===== config.mk =====
export PLATFORM = sky130hd
export DESIGN_NAME = hall_input_conditioner
export DESIGN_NICKNAME = d
export VERILOG_FILES = /design/src/rtl/bldc_pkg.sv /design/src/rtl/hall_glitch_filter.sv /design/src/rtl/hall_input_conditioner.sv
export SDC_FILE = /design/constraint.sdc
export NUM_CORES = 1
export LEC_CHECK = 0
export BUFFER_PORTS_ARGS = -buffer_cell sky130_fd_sc_hd__buf_2
export CORE_UTILIZATION = 50
export CTS_BUF_LIST = sky130_fd_sc_hd__clkbuf_16
export CTS_CLUSTER_DIAMETER = 60
export DETAILED_ROUTE_END_ITERATION = 7
export PLACE_DENSITY = 0.81
export SLEW_MARGIN = 5
export SYNTH_ARGS = -nofsm -noshare
export SYNTH_HDL_FRONTEND = slang
export SYNTH_SLANG_ARGS = --single-unit
export TNS_END_PERCENT = 100

===== constraint.sdc =====
create_clock -name pclk -period 4.7 [get_ports pclk]
set_clock_uncertainty 0.05 [all_clocks]
set_input_delay 0.235 -clock pclk [delete_from_list [all_inputs] [get_ports pclk]]
set_output_delay 0.235 -clock pclk [all_outputs]
set_load 0.01 [all_outputs]

===== src/rtl/bldc_pkg.sv =====
// Shared BLDC definitions.
//   hall_states_t  : 3-bit hall sensor code (bit order as wired to the pins)
//   hall_fsm_t     : hall conditioner state machine encoding
//   HALL_SEQ       : six valid codes in forward commutation order
//   hall_is_valid  : 1 when a code is neither 000 nor 111
//   hall_adjacent  : 1 when nxt is the forward or reverse neighbour of prev
package bldc_pkg;

   typedef logic [2:0] hall_states_t;

   typedef enum logic [1:0] {
      IDLE  = 2'd0,
      RUN   = 2'd1,
      STALL = 2'd2
   } hall_fsm_t;

   localparam hall_states_t HALL_SEQ [6] = '{3'b001, 3'b011, 3'b010,
                                             3'b110, 3'b100, 3'b101};

   function automatic logic hall_is_valid(input hall_states_t code);
      return (code != 3'b000) && (code != 3'b111);
   endfunction

   function automatic logic hall_adjacent(input hall_states_t prev,
                                          input hall_states_t nxt);
      logic adj;
      adj = 1'b0;
      for (int i = 0; i < 6; i++) begin
         if (HALL_SEQ[3'(i)] == prev) begin
            // (i+5)%6 is the previous entry, i.e. one step in reverse
            if ((HALL_SEQ[3'((i + 1) % 6)] == nxt) ||
                (HALL_SEQ[3'((i + 5) % 6)] == nxt)) begin
               adj = 1'b1;
            end
         end
      end
      return adj;
   endfunction

endpackage


===== src/rtl/hall_glitch_filter.sv =====
// Hall input synchroniser and stability filter.
// Each raw bit passes through SYNC_STAGES flops; the synchronised vector is
// accepted into hall_o only after it has differed from hall_o and held one
// value for FILTER_CYCLES consecutive cycles.
// Ports:
//   clk_i     : clock, rising edge
//   rst_ni    : asynchronous active-low reset
//   raw_i     : unsynchronised hall pins
//   hall_o    : filtered code (registered)
//   strobe_o  : one-cycle pulse in the cycle hall_o takes a new code
//   accept_o  : combinational, high in the cycle before hall_o updates
//   code_o    : code about to be accepted (valid while accept_o is high)
module hall_glitch_filter
   import bldc_pkg::*;
#(
   parameter int SYNC_STAGES   = 2,
   parameter int FILTER_CYCLES = 16
) (
   input  logic         clk_i,
   input  logic         rst_ni,
   input  hall_states_t raw_i,
   output hall_states_t hall_o,
   output logic         strobe_o,
   output logic         accept_o,
   output hall_states_t code_o
);

   localparam int              CNT_W  = $clog2(FILTER_CYCLES + 1);
   localparam logic [CNT_W-1:0] FILT_N = CNT_W'(FILTER_CYCLES);

   hall_states_t     sync_q [SYNC_STAGES];
   hall_states_t     sync_s;
   hall_states_t     cand_q, cand_d;
   hall_states_t     hall_q, hall_d;
   logic [CNT_W-1:0] cnt_q, cnt_d, cnt_inc;
   logic             strobe_q, strobe_d;
   logic             accept;

   always_comb begin
      sync_s   = sync_q[SYNC_STAGES-1];
      // A value differing from the tracked candidate restarts the count at 1
      cnt_inc  = (sync_s == cand_q) ? cnt_q + 1'b1 : CNT_W'(1);
      accept   = (sync_s != hall_q) && (cnt_inc >= FILT_N);
      cand_d   = sync_s;
      cnt_d    = cnt_inc;
      hall_d   = hall_q;
      strobe_d = 1'b0;
      if (sync_s == hall_q) begin
         cnt_d = '0;
      end else if (accept) begin
         hall_d   = sync_s;
         strobe_d = 1'b1;
         cnt_d    = '0;
      end
   end

   always_ff @(posedge clk_i or negedge rst_ni) begin
      if (!rst_ni) begin
         for (int i = 0; i < SYNC_STAGES; i++) sync_q[i] <= '0;
         cand_q   <= '0;
         hall_q   <= '0;
         cnt_q    <= '0;
         strobe_q <= 1'b0;
      end else begin
         sync_q[0] <= raw_i;
         for (int i = 1; i < SYNC_STAGES; i++) sync_q[i] <= sync_q[i-1];
         cand_q   <= cand_d;
         hall_q   <= hall_d;
         cnt_q    <= cnt_d;
         strobe_q <= strobe_d;
      end
   end

   assign hall_o   = hall_q;
   assign strobe_o = strobe_q;
   assign accept_o = accept;
   assign code_o   = sync_s;

endmodule


===== src/rtl/hall_input_conditioner.sv =====
// Hall sensor input conditioner: glitch filter, commutation period
// measurement, stall detection and invalid-code flagging.
// Optional feature: define HALL_SEQ_CHECK_EN to flag non-adjacent
// commutation steps on seq_error and withhold their period_valid.
// Ports:
//   pclk         : sole clock, rising edge
//   preset_n     : asynchronous active-low reset
//   hall_raw     : unsynchronised sensor pins
//   hall_values  : filtered code for the bldc peripheral
//   edge_strobe  : one-cycle pulse on every accepted code change
//   period       : pclk cycles between the last two accepted valid edges
//   period_valid : one-cycle pulse when period is updated
//   hall_error   : level, filtered code is 000 or 111
//   stall        : level, no edge for 2^PERIOD_W-1 cycles
//   seq_error    : one-cycle pulse on a non-adjacent step
module hall_input_conditioner
   import bldc_pkg::*;
#(
   parameter int SYNC_STAGES   = 2,
   parameter int FILTER_CYCLES = 16,
   parameter int PERIOD_W      = 24
) (
   input  logic                pclk,
   input  logic                preset_n,
   input  hall_states_t        hall_raw,
   output hall_states_t        hall_values,
   output logic                edge_strobe,
   output logic [PERIOD_W-1:0] period,
   output logic                period_valid,
   output logic                hall_error,
   output logic                stall,
   output logic                seq_error
);

   localparam logic [PERIOD_W-1:0] CNT_MAX = '1;

   logic                accept;
   hall_states_t        new_code;
   logic                step_ok;
   hall_fsm_t           state_q, state_d;
   logic [PERIOD_W-1:0] cnt_q, cnt_d;
   logic [PERIOD_W-1:0] period_q, period_d;
   logic                pv_q, pv_d;
   logic                herr_q, herr_d;

   hall_glitch_filter #(
      .SYNC_STAGES   (SYNC_STAGES),
      .FILTER_CYCLES (FILTER_CYCLES)
   ) u_filter (
      .clk_i    (pclk),
      .rst_ni   (preset_n),
      .raw_i    (hall_raw),
      .hall_o   (hall_values),
      .strobe_o (edge_strobe),
      .accept_o (accept),
      .code_o   (new_code)
   );

`ifdef HALL_SEQ_CHECK_EN
   logic seq_q;

   // hall_values still holds the previous code while accept is high
   assign step_ok = hall_adjacent(hall_values, new_code);

   always_ff @(posedge pclk or negedge preset_n) begin
      if (!preset_n) seq_q <= 1'b0;
      else           seq_q <= accept && hall_is_valid(new_code) &&
                              (state_q == RUN) && !step_ok;
   end

   assign seq_error = seq_q;
`else
   assign step_ok   = 1'b1;
   assign seq_error = 1'b0;
`endif

   always_comb begin
      cnt_d    = (cnt_q == CNT_MAX) ? cnt_q : cnt_q + 1'b1;
      state_d  = state_q;
      period_d = period_q;
      pv_d     = 1'b0;
      herr_d   = herr_q;
      if (accept) begin
         cnt_d  = '0;
         herr_d = !hall_is_valid(new_code);
         if (!hall_is_valid(new_code)) begin
            state_d = IDLE;
         end else begin
            state_d = RUN;
            // Only a RUN->RUN edge measures a full, unsaturated interval;
            // counter+1 counts the edge cycle itself
            if ((state_q == RUN) && step_ok) begin
               period_d = cnt_q + 1'b1;
               pv_d     = 1'b1;
            end
         end
      end else if ((state_q == RUN) && (cnt_q >= CNT_MAX - 1'b1)) begin
         // Counter reaches its saturation value on this edge
         state_d = STALL;
      end
   end

   always_ff @(posedge pclk or negedge preset_n) begin
      if (!preset_n) begin
         state_q  <= IDLE;
         cnt_q    <= '0;
         period_q <= '0;
         pv_q     <= 1'b0;
         herr_q   <= 1'b0;
      end else begin
         state_q  <= state_d;
         cnt_q    <= cnt_d;
         period_q <= period_d;
         pv_q     <= pv_d;
         herr_q   <= herr_d;
      end
   end

   assign period       = period_q;
   assign period_valid = pv_q;
   assign hall_error   = herr_q;
   assign stall        = (state_q == STALL);

endmodule

==> impl_results.md <==
* Crit end category: flip-flop
* Worst path depth at 5
* Die extent in y at 80.41 um
* Simple-gate share of the synthesized area at 16.48%
* Remaining antenna violation count at 0
* CTS Buf Count at 9
* Pint at 0.001489 W
* Critical R2R Capture: cnt_q[0]
* Nets at 329
* # setup viols final at 0
* Syn Inst Count at 280
* WL/cell at 14.07 um
* Worst-path cell chain: nand4_2, or4_4, or3_1, xnor2_1, nor2_1
* Clock sinks at 70
* Critical Path End: cnt_q[0]
* Top fanout value on the critical path at 19
* Synth area leader: dfrtp_1
* TNS Setup at 0 ns
* Tcrit/Tclk final at 51.45%
* Initial antenna violation count at 0
* Worst-Skew Late Latency at 0.32 ns
* Clock-pin slew on the worst setup and hold paths at 0.05 ns
* Post-cts resize count at 0
* CP top delay family: simple AND/OR/NAND/NOR gates
* H-tree levels at 3
* Syn Area/Cell at 10.98 um2
* Comb pwr share at 22.6%
* Vias post-DR at 2104
* Vias in the first global route at 1990
* Max incr delay on CP at 0.76 ns
* Post-synthesis cell area at 3074 um2
* Crit start category: flip-flop
* Worst hold path class: in -> async
* CP bufs+invs at 0
* Main flop type after synthesis: dfrtp_1
* Core Rows at 28
* Clk root buf: clkbuf_16
* Area delta synth->final at 18.97%
* Core area at 5921 um2
* Share of cells above drive strength 1 at 22.70%
* Final Cell Area at 3657 um2
* Drt pass-1 iters at 4
* Max IR drop VDD at 0.4287 mV
* Switching power share of the total at 29.14%
* Worst Reg-to-Reg Cells at 5
* Buffers added on ports at 35
* Main combinational cell family by area after synthesis: simple AND/OR/NAND/NOR gates
* Post-synthesis cell type count at 38
* Wirelength, routed at 5.644 mm
* GPL Wtd Cong at 0.7723
* Area after DPL at 3296 um2
* WS Path Type: reg -> reg
* GRT Resource Usage Total at 19.67%
* Mux share of post-synthesis cell area at 3.093%
* Die span in x at 80.41 um
* Fin crit period at 2.418 ns
* Min Hold Slack at 0.08014 ns
* Max Clk Rate at 413.5 MHz
* I/O pin count at 37
* Hold Fails Final Rpt at 0
* Synth top area cells: dfrtp_1, nor2_1, xnor2_1
* Max transition margin at 40.14%
* Leakage power at 1.639 nW
* DP Wirelength at 3.537 mm
* Drt drc at 0
* Die area at 6466 um2
* Largest net degree at the start of global routing at 71
* Seq cells post-synth at 70
* CTS max path bufs at 2
* Hold Buf Count CTS at 3
* Clock share of power at 35.5%
* Ant diodes at 0
* Most frequent cells in the layout: dfrtp_1, nor2_1, buf_2, a21oi_1, xnor2_1
* Remaining global-route overflow at 0
* RR Startpoint: cnt_q[9]
* Crit path DAT at 2.57 ns
* Tightest Pin Transition at 0.8979 ns
* Reg power frac at 41.9%
* Seq/Total Area, Yosys at 56.98%
* CTS tree: yes
* Utilization after layout at 61.77%
* Post-synth top area share at 56.98%
* First-pass GRT wire length at 9.508 mm
* MaxCap Viol Count at 0
* Asr flop ratio synth at 100.0%
* Commonest non-fill, non-tap cell in the layout: dfrtp_1
* Postcts setup bufs at 0
* Power Dens Cells at 574.7 nW/um2
* WP data required at 4.85 ns
* Sw power at 0.0006125 W
* Adder-cell share of the synthesized area at 1.221%
* Yosys warnings at 0
* Internal reg-to-reg setup slack at 2.28 ns
* Unrepaired setup endpoints after global routing: no
* CP max stage cell: or3_1
* Post-synth EDFFs at 0
* Via density at 5.247
* Synth Area in Compound Gates at 9.483%
* Post-Synth XOR/XNOR Area at 9.117%
* Status: finished clean
* Detailed router's first-iteration violation count at 187
* Worst Setup SP: cnt_q[9]
* Initial core utilization at 51.92%
* Max Slew Vio Count at 0
## power groups by stage
stage	Sequential [W]	Combinational [W]	Clock, W
3_3_place_gp	0.000879	0.000460	0
2_1_floorplan	0.000934	0.000229	0
5_1_grt	0.000902	0.000543	0.000782
3_5_place_dp	0.000888	0.000472	0
6_report	0.000881	0.000475	0.000745
4_1_cts	0.000883	0.000480	0.000754
## worst min path at each step
stage / cells after the start / slack, ns / to / startpoint
6_report: 2 / 0.08 / u_filter.hall_o[2] / preset_n
5_1_grt: 2 / 0.16 / u_filter.hall_o[2] / preset_n
4_1_cts: 2 / 0.09 / period[3] / preset_n
3_5_place_dp: 0 / 0.28 / u_filter.code_o[2] / u_filter.sync_q[5]
3_3_place_gp: 0 / 0.28 / u_filter.code_o[0] / u_filter.sync_q[3]
2_1_floorplan: 0 / -0.11 / cnt_q[0] / preset_n
## cell usage after synthesis (2+ instances only)
master / instances
a21oi_1: 29
a21oi_2: 10
and3_1: 3
and4_1: 2
buf_4: 4
clkbuf_1: 5
dfrtp_1: 70
ha_1: 3
inv_1: 6
mux2_2: 4
mux2i_1: 5
nand2_1: 12
nand2b_1: 2
nand3_1: 15
nand4_1: 6
nor2_1: 40
nor2b_1: 2
nor3_1: 6
nor4_1: 3
o21a_1: 3
o21ai_0: 2
or3_1: 2
xnor2_1: 17
xor2_1: 15
## layout make-up
| class | count | area (um2) |
|---|---|---|
| Sequential cell | 70 | 1752 |
| Fill cell | 473 | 2263 |
| Tap cell | 75 | 93.84 |
| Clock inverter | 7 | 106.4 |
| Multi-Input combinational cell | 193 | 1230 |
| Clock buffer | 9 | 225.2 |
| Timing Repair Buffer | 41 | 227.7 |
| Inverter | 6 | 22.52 |
## routing by layer
metal	vias up	GRT usage [%]	share of wire [%]	wire length, um
met5	-	0	0	0
met4	0	7.500	1.5	84
met3	7	4.773	3.3	185
met2	40	30.34	47	2634
met1	1011	26.80	49	2739
li1	1046	-	-	-
## registers in the layout (all words and copies together) (netlist names), 2 cells and up
| signal | flops |
|---|---|
| cnt_q | 24 |
| u_filter.cand_q | 3 |
| u_filter.cnt_q | 5 |
| u_filter.sync_q | 3 |
| u_filter.hall_o | 3 |
| u_filter.code_o | 3 |
| state_q | 2 |
| period | 24 |
## stage by stage
stage                     cells  setup slack, ns  total power, W
after floorplan             281            2.700        0.001162
after global placement      382            2.342        0.001339
after detailed placement    382            2.294        0.001359
after CTS                   401            2.291        0.002118
after global routing        401            2.136        0.002227
final                       401            2.282        0.002102
## kinds of logic after synthesis
family                     count (synthesis)
AOI/OAI and AO/OA                         47
xor gates and xnor gates                  32
adders and majority gates                  3
buffers and inverters                     18
DFF                                       70
muxes                                      9
other                                      1
and+or+nand+nor                          100
Note: power is estimated with default switching activity, not from simulation.
